===== src/rtl/wb_regfile.sv =====
// wb_regfile: write-back stage of the pipeline.
// Selects the write-back value from the MEM/WB latch and commits it to a
// 32x32 integer register file with x0 hardwired to zero. Also provides the two
// combinational ID-stage read ports and a retired-instruction counter.
// Optional feature macro: WB_BYPASS_EN adds write-before-read forwarding on
// both read ports. When it is undefined, the read ports always return stored
// contents, and the hazard unit has to cover same-cycle readers.

module wb_regfile #(
  parameter int XLEN  = 32,
  parameter int NREG  = 32,
  parameter int CNT_W = 64
) (
  input  logic             clk_i,
  input  logic             rst_i,
  input  logic             valid_i,
  input  logic             RegWrite_i,
  input  logic             MemtoReg_i,
  input  logic [XLEN-1:0]  data_i,
  input  logic [XLEN-1:0]  Readdata_i,
  input  logic [4:0]       rd_i,
  input  logic [4:0]       rs1_i,
  input  logic [4:0]       rs2_i,
  output logic [XLEN-1:0]  rs1_data_o,
  output logic [XLEN-1:0]  rs2_data_o,
  output logic [XLEN-1:0]  wb_data_o,
  output logic             wb_en_o,
  output logic [CNT_W-1:0] instret_o
);

  logic [XLEN-1:0]  regs_q [NREG];
  logic [XLEN-1:0]  regs_d [NREG];
  logic [CNT_W-1:0] instret_q;
  logic [CNT_W-1:0] instret_d;

  // Write-back value selection and effective write enable (x0 and bubbles never write)
  always_comb begin
    wb_data_o = MemtoReg_i ? Readdata_i : data_i;
    wb_en_o   = valid_i & RegWrite_i & (rd_i != 5'd0);
  end

  // Next-state of the register file and the retired-instruction counter
  always_comb begin
    regs_d    = regs_q;
    instret_d = instret_q;
    if (wb_en_o) begin
      regs_d[rd_i] = wb_data_o;
    end
    if (valid_i) begin
      instret_d = instret_q + CNT_W'(1);
    end
  end

  // State registers, cleared immediately while reset is held low
  always_ff @(posedge clk_i or negedge rst_i) begin
    if (!rst_i) begin
      regs_q    <= '{default: '0};
      instret_q <= '0;
    end else begin
      regs_q    <= regs_d;
      instret_q <= instret_d;
    end
  end

  // Read port 1: zero for x0 and during reset, optionally forwarded from write-back
  always_comb begin
    rs1_data_o = '0;
    if (rst_i && (rs1_i != 5'd0)) begin
      rs1_data_o = regs_q[rs1_i];
`ifdef WB_BYPASS_EN
      if (wb_en_o && (rs1_i == rd_i)) begin
        rs1_data_o = wb_data_o;
      end
`else
`endif
    end
  end

  // Read port 2: same rules as read port 1
  always_comb begin
    rs2_data_o = '0;
    if (rst_i && (rs2_i != 5'd0)) begin
      rs2_data_o = regs_q[rs2_i];
`ifdef WB_BYPASS_EN
      if (wb_en_o && (rs2_i == rd_i)) begin
        rs2_data_o = wb_data_o;
      end
`else
`endif
    end
  end

  assign instret_o = instret_q;

endmodule


===== config.mk =====
export PLATFORM = sky130hd
export DESIGN_NAME = wb_regfile
export DESIGN_NICKNAME = d
export VERILOG_FILES = /design/src/rtl/wb_regfile.sv
export SDC_FILE = /design/constraint.sdc
export NUM_CORES = 2
export LEC_CHECK = 0
export CAP_MARGIN = 15
export CORE_MARGIN = 2
export CORE_UTILIZATION = 40
export DETAILED_ROUTE_END_ITERATION = 12
export PLACE_DENSITY_LB_ADDON = 0.05
export SYNTH_ARGS = -nofsm -noshare
export SYNTH_HDL_FRONTEND = slang
export SYNTH_SLANG_ARGS = --single-unit

===== constraint.sdc =====
create_clock -name clk_i -period 1.8 [get_ports clk_i]
set_input_delay 0.18 -clock clk_i [delete_from_list [all_inputs] [get_ports clk_i]]
set_output_delay 0.18 -clock clk_i [all_outputs]
set_load 0.1 [all_outputs]

* Yosys cells after proc, flatten, opt, wreduce, memory -nomap -nowiden
Cells that the tools add are included.
Cells by class: bitwise gates (word level) 5, $lt $le $gt $ge 4, add/subtract/negate cells 1, reduce and logical (&&, ||, !) cells 6, mux-type cells 12
Operator list (number):
- $bwmux W1024 | 1
- $bmux W32 S5 | 2
- $mux W32 | 8
- $demux W32 S5 | 1
- $add A64 B1 Y64 const B | 1
- $ge A6 B6 Y1 const B | 3
- $not A5 Y6 | 3
- $reduce_bool A5 Y1 | 3
- $lt A6 B1 Y1 const B | 1
- $logic_and A1 B1 Y1 | 3
- $and A1 B1 Y1 | 2
Word-level totals: register bits 1088, logic and storage cells 61, output and inout port bits 161

* Depth between registers and ports, before layout
depth in word-level cells 6, gate-level depth with buffers 9, depth with buffers taken out 6

* Worst setup path before layout
Ideal clock, no wire load.
path kind in2out, start point input port rs1_i[2], end point output port rs1_data_o[22], stages on the path 8, slack -1.898 ns, arrival time 3.518 ns, cells stage by stage buf_2 > buf_2 > nor2_1 > nand2_2 > buf_2 > o221ai_1 > a21oi_1 > a211oi_1
Between the ends: cells in the longest elaborated chain, start to end 5, elaborated cells between the ends (all ways) 7, those cells by class 4 x mux; 1 x bitwise; 2 x reduce/logical
Ends and longest elaborated chain:
- start, declared | line 22 | input logic [4:0] rs1_i,
- $not A5 Y6 (implied by the code) | line 69 | rs1_data_o = regs_q[rs1_i];
- $bmux W32 S5 | line 69
- $mux W32 (implied by the code) (2 in series) | line 69
- $mux W32 * | line 68 | if (rst_i && (rs1_i != 5'd0)) begin
- end, declared | line 24 | output logic [XLEN-1:0] rs1_data_o,
Every way passes the cells marked *; elsewhere a longest branch is shown, timed or not. The select of a mux whose other input is x is not followed.

* Worst setup path in the final report
start point register regs_q[741] (netlist name), end point output port rs1_data_o[5]
Between the ends: cells in the longest elaborated chain, start to end 4
Ends and longest elaborated chain:
- start, declared | line 31 | logic [XLEN-1:0] regs_q [NREG];
- start signal, assigned | line 60 | regs_q <= regs_d;
- $bmux W32 S5 | line 69
- $mux W32 (implied by the code) (2 in series) | line 69
- $mux W32 | line 68
Every way passes these cells. The select of a mux whose other input is x is not followed.

==> results.md <==
* Status: finished with violations
* Failing checks: negative hold slack, negative setup slack
* CTS tree: done
* Residual DRC count at 0
* Vias at 44197
* Syn_area_per_cell at 11.37 µm²
* Max_cap viols at 0
* Fin area at 0.07749 mm²
* Core Area at roughly 0.14 mm²
* IO Port Bufs at 244
* Seq/Total Area, Yosys at around half
* Lkg Pwr at between 0.03 and 0.04 µW
* Peak supply drop at 730.9 µV
* Fmax achieved at between 300 and 400 MHz
* Post-synthesis cell type count at 55
* Final Hold Fails at 8
* Final worst slack at -1018 ps
* CTS H-tree lvls at 4
* Power density over the cells at 1037 mW/mm²
* Max Slew Vio Count at 0
* P&R area growth vs syn at 37.68%
* Vias in the first global route at 44982
* First-pass GRT wire length at 303200 µm
* Synth area leaders: dfrtp_1, mux4_2, a21oi_1
* Sequential power share at 39.2%
* Clock latency on the worst-skew pair at 780 ps
* Starting utilization of the core area at about two fifths
* Synth warn at 0
* CP required at 1620 ps
* Clock tree buffer depth at 3
* Most frequent cells after synthesis: dfrtp_1, nor2_1, a21oi_1, mux4_2, nand2_1
* Synth area leader: dfrtp_1
* # setup viols final at 64
* Highest metal layer with signal wires: met5
* Most frequent cell after synthesis: dfrtp_1
* DP HPWL at between 100000 and 150000 µm
* Antenna-violating nets left at 0
* WL met3 at 11140 µm
* CP max FO at 3
* Top cell by count, worst path: a211oi_4
* Initial DRC Count at 3425
* Slowest cell delay on critical path at roughly 450 ps
* Min-Delay Path Class: in2async
* Critical path capture point type: output pin
* Fin Hold WS at -53.09 ps
* Clock transition at path regs at 60 ps
* Switching pwr at 24620 µW
* Total Power at 80340 µW
* Power share of the combinational group at 27.2%
* FF+latch count, synth at 1088
* Clk pwr share at ~34%
* Post-Syn Nets at between 5000 and 6000
* Asr flop ratio synth at 100.0%
* Internal at 55710 µW
* Final Cycle Share at 156.5%
* RSZ-0062 raised after global routing: yes
* DR pass1 iterations at 5
* Number of antenna violations at the first check in global routing at 3
* Slowest cell on crit path: mux4_2
* Nets at ~6000
* Startpoint types: register
* EDFF count, synth at 0
* Via density per instance at 5.614
* Share of layout cells above drive strength 1 at 39.27%
* Top_reg_cell synth: dfrtp_1
* Final wirelength at slightly above 200000 µm
* Root Driver: clkbuf_16
* Rel. slew slack at a little under two fifths
* Syn Inst Count at between 4000 and 5000
* Top Ports at 245
* Delay-heaviest family, CP: multiplexers
* Post-Route M1 WL at slightly above 90000 µm
* Chip height at around 380 µm
* Die area at 0.1437 mm²
* Critical-path cell list: mux4_2 > mux2_4 > a211oi_4 > buf_4 > a211oi_4 > buf_12
* Total track usage at 28.67%
* TritonCTS Sinks at approximately 1100
* Setup CP Type: reg2out
* Placed cell area at 0.07159 mm²
* Sw frac at 30.65%
* Buf/Inv on CP at 2
* Largest net degree at the start of global routing at 145
* Crit path time final at 2818 ps
* RePlAce Congestion at between 0.8 and 0.9
* Synthesized area at 0.05629 mm²
* Routed wire per std cell at 25.74 µm
* Overall die width at between 300 and 400 µm
* Critical Path AT at 2640 ps
* Routed wl met2 at 95270 µm
* Rows at 137
* Remaining global-route overflow at 0
* Actual slew at the worst max-slew pin at around 940 ps
* Fin Clk Skew at 23.23 ps
* Post-synth top area share at 48.37%
* CTS Buf Count at approximately 130
[registers in the layout (all words and copies together), names as in the netlist]
signal and flops:
regs_q 1024, instret_o 64
[stage by stage]
| step | setup slack (ps) | TNS, ps | instances | utilization (%) | hold slack, ps |
|---|---|---|---|---|---|
| 6_report | -1018 | -56350 | 7872 | 55.54 | -53.09 |
| 3_5_place_dp | -987.8 | -298180 | 7586 | 51.31 | 177.4 |
| 4_1_cts | -1103 | -59720 | 7844 | 55.11 | 105.4 |
| 2_1_floorplan | -541.9 | -21390 | 4950 | - | -115.6 |
| 5_1_grt | -1111 | -61730 | 7871 | 55.54 | -59.92 |
| 3_3_place_gp | -993.5 | -277350 | 7586 | 51.31 | 179.7 |
[placed cells by master (no fill, tap or decap), drive strengths merged, types with 5 or more instances in the layout]
cell type / instances
buf: 1249
dfrtp: 1088
nor2: 733
a21oi: 705
mux4: 480
nand2: 355
o21ai: 320
mux2i: 256
clkbuf: 192
clkdlybuf4s50: 71
a211oi: 64
o22ai: 64
xnor2: 33
or2: 33
mux2: 33
o221ai: 32
a22oi: 32
clkinvlp: 32
xor2: 30
nand3: 27
clkinv: 27
nand4: 26
nor3: 26
inv: 22
nor4: 16
and3: 10
bufinv: 7
nand2b: 5
[path summary, 6_finish.rpt]
check	from	endpoint	slack (ps)	cells after the start
min in group clk_i	MemtoReg_i	regs_q[521]$_DFFE_PN0P_	140	5
max reg2reg	instret_o[33]$_DFFE_PN0P_	instret_o[58]$_DFFE_PN0P_	0	4
max	regs_q[741]$_DFFE_PN0P_	rs1_data_o[5]	-1020	6
min	rst_i	regs_q[668]$_DFFE_PN0P_	-50	3
min reg2reg	regs_q[1020]$_DFFE_PN0P_	regs_q[1020]$_DFFE_PN0P_	390	0
max in group asynchronous	rst_i	regs_q[179]$_DFFE_PN0P_	490	4
[routing by layer]
| layer | track usage, % | up-vias |
|---|---|---|
| met5 | 0 | - |
| met4 | 7.060 | 2 |
| met3 | 4.322 | 294 |
| met2 | 45.71 | 1287 |
| met1 | 41.19 | 22763 |
| li1 | - | 19851 |
[what timing repair did]
item,CTS,global route
pin swaps,94,62
hold endpoints to repair,240,44
buffers inserted,42,28
hold buffers,1,1
setup endpoints to repair,82,91
resized for setup,173,82
[layout make-up]
class | instances | area, µm²
fillers | 11964 | 62040
multi-input cells | 3303 | 28410
flip-flops and latches | 1088 | 27390
repair buffers | 1325 | 14700
clock buffers | 191 | 3794
well taps | 1876 | 2347
clock inverters | 43 | 563.0
inverters | 45 | 281.5
diodes | 1 | 2.502
[kinds of logic after synthesis]
family	count (synthesis)	share of synthesized area [%]
xor+xnor	63	0.9803
fa+ha+maj	1	0.02223
flops	1088	48.37
buf+inv	559	4.659
compound gates	1218	11.78
simple gates	1252	9.767
mux	769	24.42
[tightest hold or removal path, cell delays in order]
cell            delay (ps)
buf_8                  100
dlymetal6s4s_1         370
buf_4                  530
[power by group through the flow]
stage                     combinational (µW)  clock, µW  sequential (µW)
after floorplan                        11900          0            31600
final                                  21800      27000            31500
after detailed placement               21000          0            31800
after global routing                   23500      28500            32000
after global placement                 20700          0            31700
after CTS                              21600      27500            31400
Note: power is estimated with default switching activity, not from simulation.
